## src/rtl/m68k_bus_pkg.sv

```systemverilog
// Shared types and constants for the 68000-style bus initiator.
// The state enum, data-strobe lane encoding and default timeout live here.
package m68k_bus_pkg;

  typedef enum logic [2:0] {
    ST_IDLE   = 3'd0,
    ST_ADDR   = 3'd1,
    ST_ASSERT = 3'd2,
    ST_WAIT   = 3'd3,
    ST_END    = 3'd4
  } state_e;

  // Lane vector: bit 1 selects UDS (D15:8), bit 0 selects LDS (D7:0).
  localparam logic [1:0] LANE_NONE  = 2'b00;
  localparam logic [1:0] LANE_LOWER = 2'b01;
  localparam logic [1:0] LANE_UPPER = 2'b10;
  localparam logic [1:0] LANE_BOTH  = 2'b11;

  localparam int unsigned DEFAULT_TIMEOUT_CYCLES = 255;

  function automatic logic [1:0] lane_select(input logic byte_acc, input logic addr0);
    logic [1:0] lanes;
    if (byte_acc) begin
      lanes = addr0 ? LANE_LOWER : LANE_UPPER;
    end else begin
      lanes = LANE_BOTH;
    end
    return lanes;
  endfunction

endpackage

```

## src/rtl/dtack_sync.sv

```systemverilog
// Flip-flop chain that brings an asynchronous level into the clock domain.
// Usable for DTACK, IORDY or any other slow asynchronous input; depth must be at least 2.
module dtack_sync #(
  parameter int unsigned SYNC_STAGES = 2
) (
  input  logic clk_i,
  input  logic rst_ni,
  input  logic async_i,
  output logic sync_o
);

  logic [SYNC_STAGES-1:0] sync_q;

  always_ff @(posedge clk_i or negedge rst_ni) begin
    if (!rst_ni) begin
      sync_q <= {SYNC_STAGES{1'b0}};
    end else begin
      sync_q <= {sync_q[SYNC_STAGES-2:0], async_i};
    end
  end

  assign sync_o = sync_q[SYNC_STAGES-1];

endmodule

```

## src/rtl/m68k_bus_initiator.sv

```systemverilog
// Bus master that runs one 68000-style asynchronous read or write per request.
// Sequences AS/UDS/LDS/RW, waits for a synchronised DTACK with timeout, and returns data or err.
module m68k_bus_initiator
  import m68k_bus_pkg::*;
#(
  parameter int unsigned TIMEOUT_CYCLES = DEFAULT_TIMEOUT_CYCLES,
  parameter int unsigned SYNC_STAGES    = 2
) (
  input  logic        CLK,
  input  logic        RESET_n,
  input  logic        req,
  output logic        req_ready,
  input  logic        req_write,
  input  logic        req_byte,
  input  logic [23:0] req_addr,
  input  logic [15:0] req_wdata,
  output logic        done,
  output logic        err,
  output logic [15:0] rdata,
  output logic [22:0] ADDR,
  output logic        AS_n,
  output logic        UDS_n,
  output logic        LDS_n,
  output logic        RW,
  output logic [15:0] DATA_OUT,
  output logic        DATA_OE,
  input  logic [15:0] DATA_IN,
  input  logic        DTACK
);

  localparam int unsigned CNT_W = $clog2(TIMEOUT_CYCLES + 1);

  state_e             state_q, state_d;
  logic               write_q, write_d;
  logic               byte_q, byte_d;
  logic               a0_q, a0_d;
  logic               misal_q, misal_d;
  logic [CNT_W-1:0]   cnt_q, cnt_d;
  logic [CNT_W-1:0]   cnt_inc_s;
  logic [22:0]        addr_q, addr_d;
  logic               as_n_q, as_n_d;
  logic               uds_n_q, uds_n_d;
  logic               lds_n_q, lds_n_d;
  logic               rw_q, rw_d;
  logic [15:0]        dout_q, dout_d;
  logic               doe_q, doe_d;
  logic               done_q, done_d;
  logic               err_q, err_d;
  logic [15:0]        rdata_q, rdata_d;
  logic [1:0]         lanes_s;
  logic               dtack_s;
  logic               req_ready_s;

  dtack_sync #(
    .SYNC_STAGES(SYNC_STAGES)
  ) u_dtack_sync (
    .clk_i  (CLK),
    .rst_ni (RESET_n),
    .async_i(DTACK),
    .sync_o (dtack_s)
  );

  // A responder still holding DTACK from the last cycle blocks the next one.
  assign req_ready_s = (state_q == ST_IDLE) && !dtack_s;
  assign lanes_s     = lane_select(byte_q, a0_q);
  assign cnt_inc_s   = cnt_q + {{(CNT_W-1){1'b0}}, 1'b1};

  always_comb begin
    state_d = state_q;
    write_d = write_q;
    byte_d  = byte_q;
    a0_d    = a0_q;
    misal_d = misal_q;
    cnt_d   = cnt_q;
    addr_d  = addr_q;
    as_n_d  = as_n_q;
    uds_n_d = uds_n_q;
    lds_n_d = lds_n_q;
    rw_d    = rw_q;
    dout_d  = dout_q;
    doe_d   = doe_q;
    done_d  = 1'b0;
    err_d   = err_q;
    rdata_d = rdata_q;

    case (state_q)
      ST_IDLE: begin
        if (req && req_ready_s) begin
          write_d = req_write;
          byte_d  = req_byte;
          a0_d    = req_addr[0];
          misal_d = !req_byte && req_addr[0];
          cnt_d   = {CNT_W{1'b0}};
          state_d = ST_ADDR;
          // A misaligned word access leaves the bus completely untouched.
          if (!(!req_byte && req_addr[0])) begin
            addr_d = req_addr[23:1];
            rw_d   = !req_write;
            if (req_write) begin
              dout_d = req_byte ? {req_wdata[7:0], req_wdata[7:0]} : req_wdata;
              doe_d  = 1'b1;
            end else begin
              doe_d  = 1'b0;
            end
          end else begin
            rw_d  = 1'b1;
            doe_d = 1'b0;
          end
        end else begin
          state_d = ST_IDLE;
        end
      end

      ST_ADDR: begin
        state_d = ST_ASSERT;
        if (!misal_q) begin
          as_n_d = 1'b0;
          if (!write_q) begin
            uds_n_d = !lanes_s[1];
            lds_n_d = !lanes_s[0];
          end else begin
            uds_n_d = 1'b1;
            lds_n_d = 1'b1;
          end
        end else begin
          as_n_d = 1'b1;
        end
      end

      ST_ASSERT: begin
        if (misal_q) begin
          state_d = ST_END;
          err_d   = 1'b1;
          done_d  = 1'b1;
        end else begin
          state_d = ST_WAIT;
          // Write strobes trail AS_n by one clock so data is set up first.
          if (write_q) begin
            uds_n_d = !lanes_s[1];
            lds_n_d = !lanes_s[0];
          end else begin
            uds_n_d = uds_n_q;
            lds_n_d = lds_n_q;
          end
        end
      end

      ST_WAIT: begin
        cnt_d = cnt_inc_s;
        if (dtack_s) begin
          state_d = ST_END;
          err_d   = 1'b0;
          done_d  = 1'b1;
          as_n_d  = 1'b1;
          uds_n_d = 1'b1;
          lds_n_d = 1'b1;
          if (!write_q) begin
            if (!byte_q) begin
              rdata_d = DATA_IN;
            end else if (a0_q) begin
              rdata_d = {8'h00, DATA_IN[7:0]};
            end else begin
              rdata_d = {8'h00, DATA_IN[15:8]};
            end
          end else begin
            rdata_d = rdata_q;
          end
        end else if (cnt_inc_s == CNT_W'(TIMEOUT_CYCLES)) begin
          state_d = ST_END;
          err_d   = 1'b1;
          done_d  = 1'b1;
          as_n_d  = 1'b1;
          uds_n_d = 1'b1;
          lds_n_d = 1'b1;
        end else begin
          state_d = ST_WAIT;
        end
      end

      ST_END: begin
        // ADDR and DATA_OUT keep their last value; only RW and the driver enable release.
        state_d = ST_IDLE;
        rw_d    = 1'b1;
        doe_d   = 1'b0;
      end

      default: begin
        state_d = ST_IDLE;
        as_n_d  = 1'b1;
        uds_n_d = 1'b1;
        lds_n_d = 1'b1;
        rw_d    = 1'b1;
        doe_d   = 1'b0;
      end
    endcase
  end

  always_ff @(posedge CLK or negedge RESET_n) begin
    if (!RESET_n) begin
      state_q <= ST_IDLE;
      write_q <= 1'b0;
      byte_q  <= 1'b0;
      a0_q    <= 1'b0;
      misal_q <= 1'b0;
      cnt_q   <= {CNT_W{1'b0}};
      addr_q  <= 23'd0;
      as_n_q  <= 1'b1;
      uds_n_q <= 1'b1;
      lds_n_q <= 1'b1;
      rw_q    <= 1'b1;
      dout_q  <= 16'h0000;
      doe_q   <= 1'b0;
      done_q  <= 1'b0;
      err_q   <= 1'b0;
      rdata_q <= 16'h0000;
    end else begin
      state_q <= state_d;
      write_q <= write_d;
      byte_q  <= byte_d;
      a0_q    <= a0_d;
      misal_q <= misal_d;
      cnt_q   <= cnt_d;
      addr_q  <= addr_d;
      as_n_q  <= as_n_d;
      uds_n_q <= uds_n_d;
      lds_n_q <= lds_n_d;
      rw_q    <= rw_d;
      dout_q  <= dout_d;
      doe_q   <= doe_d;
      done_q  <= done_d;
      err_q   <= err_d;
      rdata_q <= rdata_d;
    end
  end

  assign req_ready = req_ready_s;
  assign done      = done_q;
  assign err       = err_q;
  assign rdata     = rdata_q;
  assign ADDR      = addr_q;
  assign AS_n      = as_n_q;
  assign UDS_n     = uds_n_q;
  assign LDS_n     = lds_n_q;
  assign RW        = rw_q;
  assign DATA_OUT  = dout_q;
  assign DATA_OE   = doe_q;

endmodule

```

## config.mk

```make
export PLATFORM = sky130hd
export DESIGN_NAME = m68k_bus_initiator
export DESIGN_NICKNAME = d
export VERILOG_FILES = /design/src/rtl/m68k_bus_pkg.sv /design/src/rtl/dtack_sync.sv /design/src/rtl/m68k_bus_initiator.sv
export SDC_FILE = /design/constraint.sdc
export NUM_CORES = 1
export LEC_CHECK = 0
export CORE_MARGIN = 4
export CORE_UTILIZATION = 49
export DETAILED_ROUTE_END_ITERATION = 12
export PLACE_DENSITY = 0.86
export REMOVE_ABC_BUFFERS = 1
export SYNTH_ARGS = -nofsm -noshare
export SYNTH_HDL_FRONTEND = slang
export SYNTH_HIERARCHICAL = 1
export SYNTH_SLANG_ARGS = --single-unit
```

## constraint.sdc

```tcl
create_clock -name CLK -period 4.2 [get_ports CLK]
set_clock_uncertainty 0.05 [all_clocks]
set_input_delay 0.84 -clock CLK [delete_from_list [all_inputs] [get_ports CLK]]
set_output_delay 0.84 -clock CLK [all_outputs]
set_load 0.005 [all_outputs]
```

==> flow_summary.yaml <==
final_layout:
  final_nets: 487
  area_growth_pct: 40.18
  instances_no_fill: 524
  drive_above_1_share_pct: 13.08
  finish.instance_area_sq_um: 4999
  final_cell_mix: "123 x clkdlybuf4s50_1, 75 x dfrtp_1, 45 x nand2_1, 40 x o21ai_0, 19 x mux2_4"
  mostFrequentLayoutCell: "clkdlybuf4s50_1"
  antenna-diode-count: 0
  utilization_pct: 71.98
floorplan:
  core-area_sq_um: 6944
  die_w_um: 93.31
  die-area_sq_um: 8706
  die_y_um: 93.31
  top_level_ports: 125
  rows: 30
  start_util_pct: 51.35
clock_network:
  clk_transition_reported_paths_ns: 0.08
  tritoncts: "done"
  clockBufferDepth: 2
  cts_root_buf: "clkbuf_8"
  cts_setup_buffers: 0
  numCtsBuffers: 9
  clk-insertion-delay-late_ns: 0.34
  cts_sinks: 79
  cts_max_level: 3
  postCtsHoldBufs: 0
  post_cts_resized: 0
pwr:
  power.switching_mw: 0.9894
  p_leak_nw: 2.234
  p_clk_share_pct: 16.9
  combinationalPowerShare_pct: 41.6
  cellPowerDensity_nw_per_um2: 655.7
  swShare_pct: 30.19
  internal-power_mw: 2.288
  seq_power_share_pct: 41.5
  peakVddDrop_v: 0.0003733
synthesis:
  syn_inst: 303
  ys_warn_count: 6
  netlist_area_sq_um: 3566
  synth_ff_type: "dfrtp_1"
  yosysTopAreaCellShare_pct: 52.63
  synth_area_leaders: "dfrtp_1 53%, mux2_4 8.0%, o21ai_0 5.6%"
  synth-edff-count: 0
  async_flop_share_pct: 100.0
  synth_area_per_cell_sq_um: 11.77
  ys_seq_area_share_pct: 55.58
  yosysTopAreaCell: "dfrtp_1"
  ys_ff_latch: 79
  synth_cell_types: 40
timing:
  final_hold_viol_count: 0
  fin_crit_sh_pct: 63.54
  max_freq_mhz: 374.7
  worst_pin_slew_ns: 0.9846
  maxSlewHeadroom_pct: 34.16
  fin_crit_ns: 2.669
  drv_slew: 0
  finalSetupViolations: 0
  timing.hold.ws_ns: 0.3100
  rsz0062_at_grt: "false"
  tns_ns: 0
routing:
  m1WireLength_um: 3445
  route.met2.wl_um: 4041
  wl_um: 8141
  vias: 2655
  drc: 0
  highest_layer: "met4"
  vias_per_cell: 5.067
  avgRoutedWirePerCell_um: 15.54
  drt_iter0_drc: 73
  ant_nets: 0
  dr_wl_met3_um: 600
  first_pass_iters: 4
critical_path:
  cp-start-kind: "register"
  criticalPathCategory: "register to output pin"
  cp-end-kind: "output pin"
  crit_arrival_ns: 1.78
  worst_ep_required_time_ns: 3.31
  crit_fanout: 13
global_route:
  antenna_found_initial: 0
  grt_overflow_total: 0
  first_global_vias: 2693
  grt_pass1_wl_um: 13360
  grt_use_total_pct: 19.52
  grt_max_degree: 80
hold_path:
  hp-class: "register to register"
place:
  post_dp_cell_area_sq_um: 4808
  gp_congestion: 0.8222
  dp_hpwl_um: 5969
  numPortBuffers: 124
  place_inst: 508
flow_run:
  drv_cap: 0
outcome:
  status: "finished clean"
## power by group through the flow
stage	combinational, mW	clock, mW	sequential, mW
6_report	1.36	0.554	1.36
5_1_grt	1.48	0.603	1.42
4_1_cts	1.39	0.565	1.36
3_5_place_dp	1.38	0	1.37
3_3_place_gp	1.34	0	1.36
2_1_floorplan	0.544	0	1.36
## registers in the layout (all words and copies together) (netlist names)
| name | flops |
|---|---|
| a0_q | 1 |
| DATA_OE | 1 |
| state_q | 3 |
| done | 1 |
| u_dtack_sync/sync_q | 2 |
| UDS_n | 1 |
| DATA_OUT | 16 |
| misal_q | 1 |
| byte_q | 1 |
| rdata | 16 |
| ADDR | 23 |
| RW | 1 |
| err | 1 |
| write_q | 1 |
| cnt_q | 8 |
| AS_n | 1 |
| LDS_n | 1 |
## stage by stage
| step | setup slack (ns) | total power [mW] |
|---|---|---|
| finish | 1.531 | 3.278 |
| global route | 1.432 | 3.502 |
| CTS | 1.508 | 3.316 |
| detailed placement | 1.331 | 2.755 |
| global placement | 1.381 | 2.697 |
| floorplan | 2.244 | 1.902 |
## path summary, 6_finish.rpt
check                                                 startpoint                          endpoint  slack (ns)  cells after the start
worst min register to register  u_dtack_sync/sync_q[0]$_DFF_PN0_  u_dtack_sync/sync_q[1]$_DFF_PN0_        0.31                      0
min in group asynchronous                                RESET_n              rdata[8]$_DFFE_PN0P_        0.60                      1
worst max register to register              state_q[2]$_DFF_PN0_             rdata[14]$_DFFE_PN0P_        1.73                      5
max in group asynchronous                                RESET_n             rdata[11]$_DFFE_PN0P_        2.88                      1
worst min-delay path            u_dtack_sync/sync_q[0]$_DFF_PN0_  u_dtack_sync/sync_q[1]$_DFF_PN0_        0.31                      0
worst max-delay path                        state_q[0]$_DFF_PN0_                         req_ready        1.53                      2
## cell families after synthesis
kind of cell | count (synthesis) | synth area share (%)
AND/OR/NAND/NOR | 97 | 14.25
flip-flops | 79 | 55.58
AO/OA/AOI/OAI | 58 | 8.983
multiplexers | 47 | 16.28
buffers and inverters | 17 | 3.474
XOR/XNOR | 3 | 0.7370
adder cells (fa/ha/maj) | 2 | 0.7016
## Yosys cell counts, types with 2 or more instances
cell type  count
inv_1          2
o31ai_1        2
a31oi_1        2
dfrtp_1       75
nor3_1         2
mux2_4        19
mux2_2        12
nand3b_1       3
o22ai_1        2
nand2b_1      14
ha_1           2
dfstp_2        4
and3_1         2
o21ai_0       40
a21oi_1        6
and2_1         2
xor2_1         3
buf_12         3
clkbuf_1       8
nand2_1       45
buf_2          3
nor2_1        11
mux2i_1       16
nand3_1        9
## per-layer routing
layer / GRT usage, % / vias to the layer above
li1: - / 1297
met1: 24.72 / 1268
met2: 32.16 / 83
met3: 6.195 / 7
met4: 5.495 / 0
met5: 0 / -
## layout make-up
type / instances / area [sq um]
fill: 496 / 1946
inverter: 2 / 7.507
tap: 96 / 120.1
timing repair buffer: 124 / 1239
sequential: 79 / 1982
multi-input combinational: 207 / 1460
clock inverter: 5 / 58.81
clock buffer: 11 / 131.4
## worst max-delay path, cell delays in order (launching register included)
cell             delay [ns]
dfrtp_1                0.53
nor4_4                 0.35
clkdlybuf4s50_1        0.56
Power figures use the tool's default switching activity.
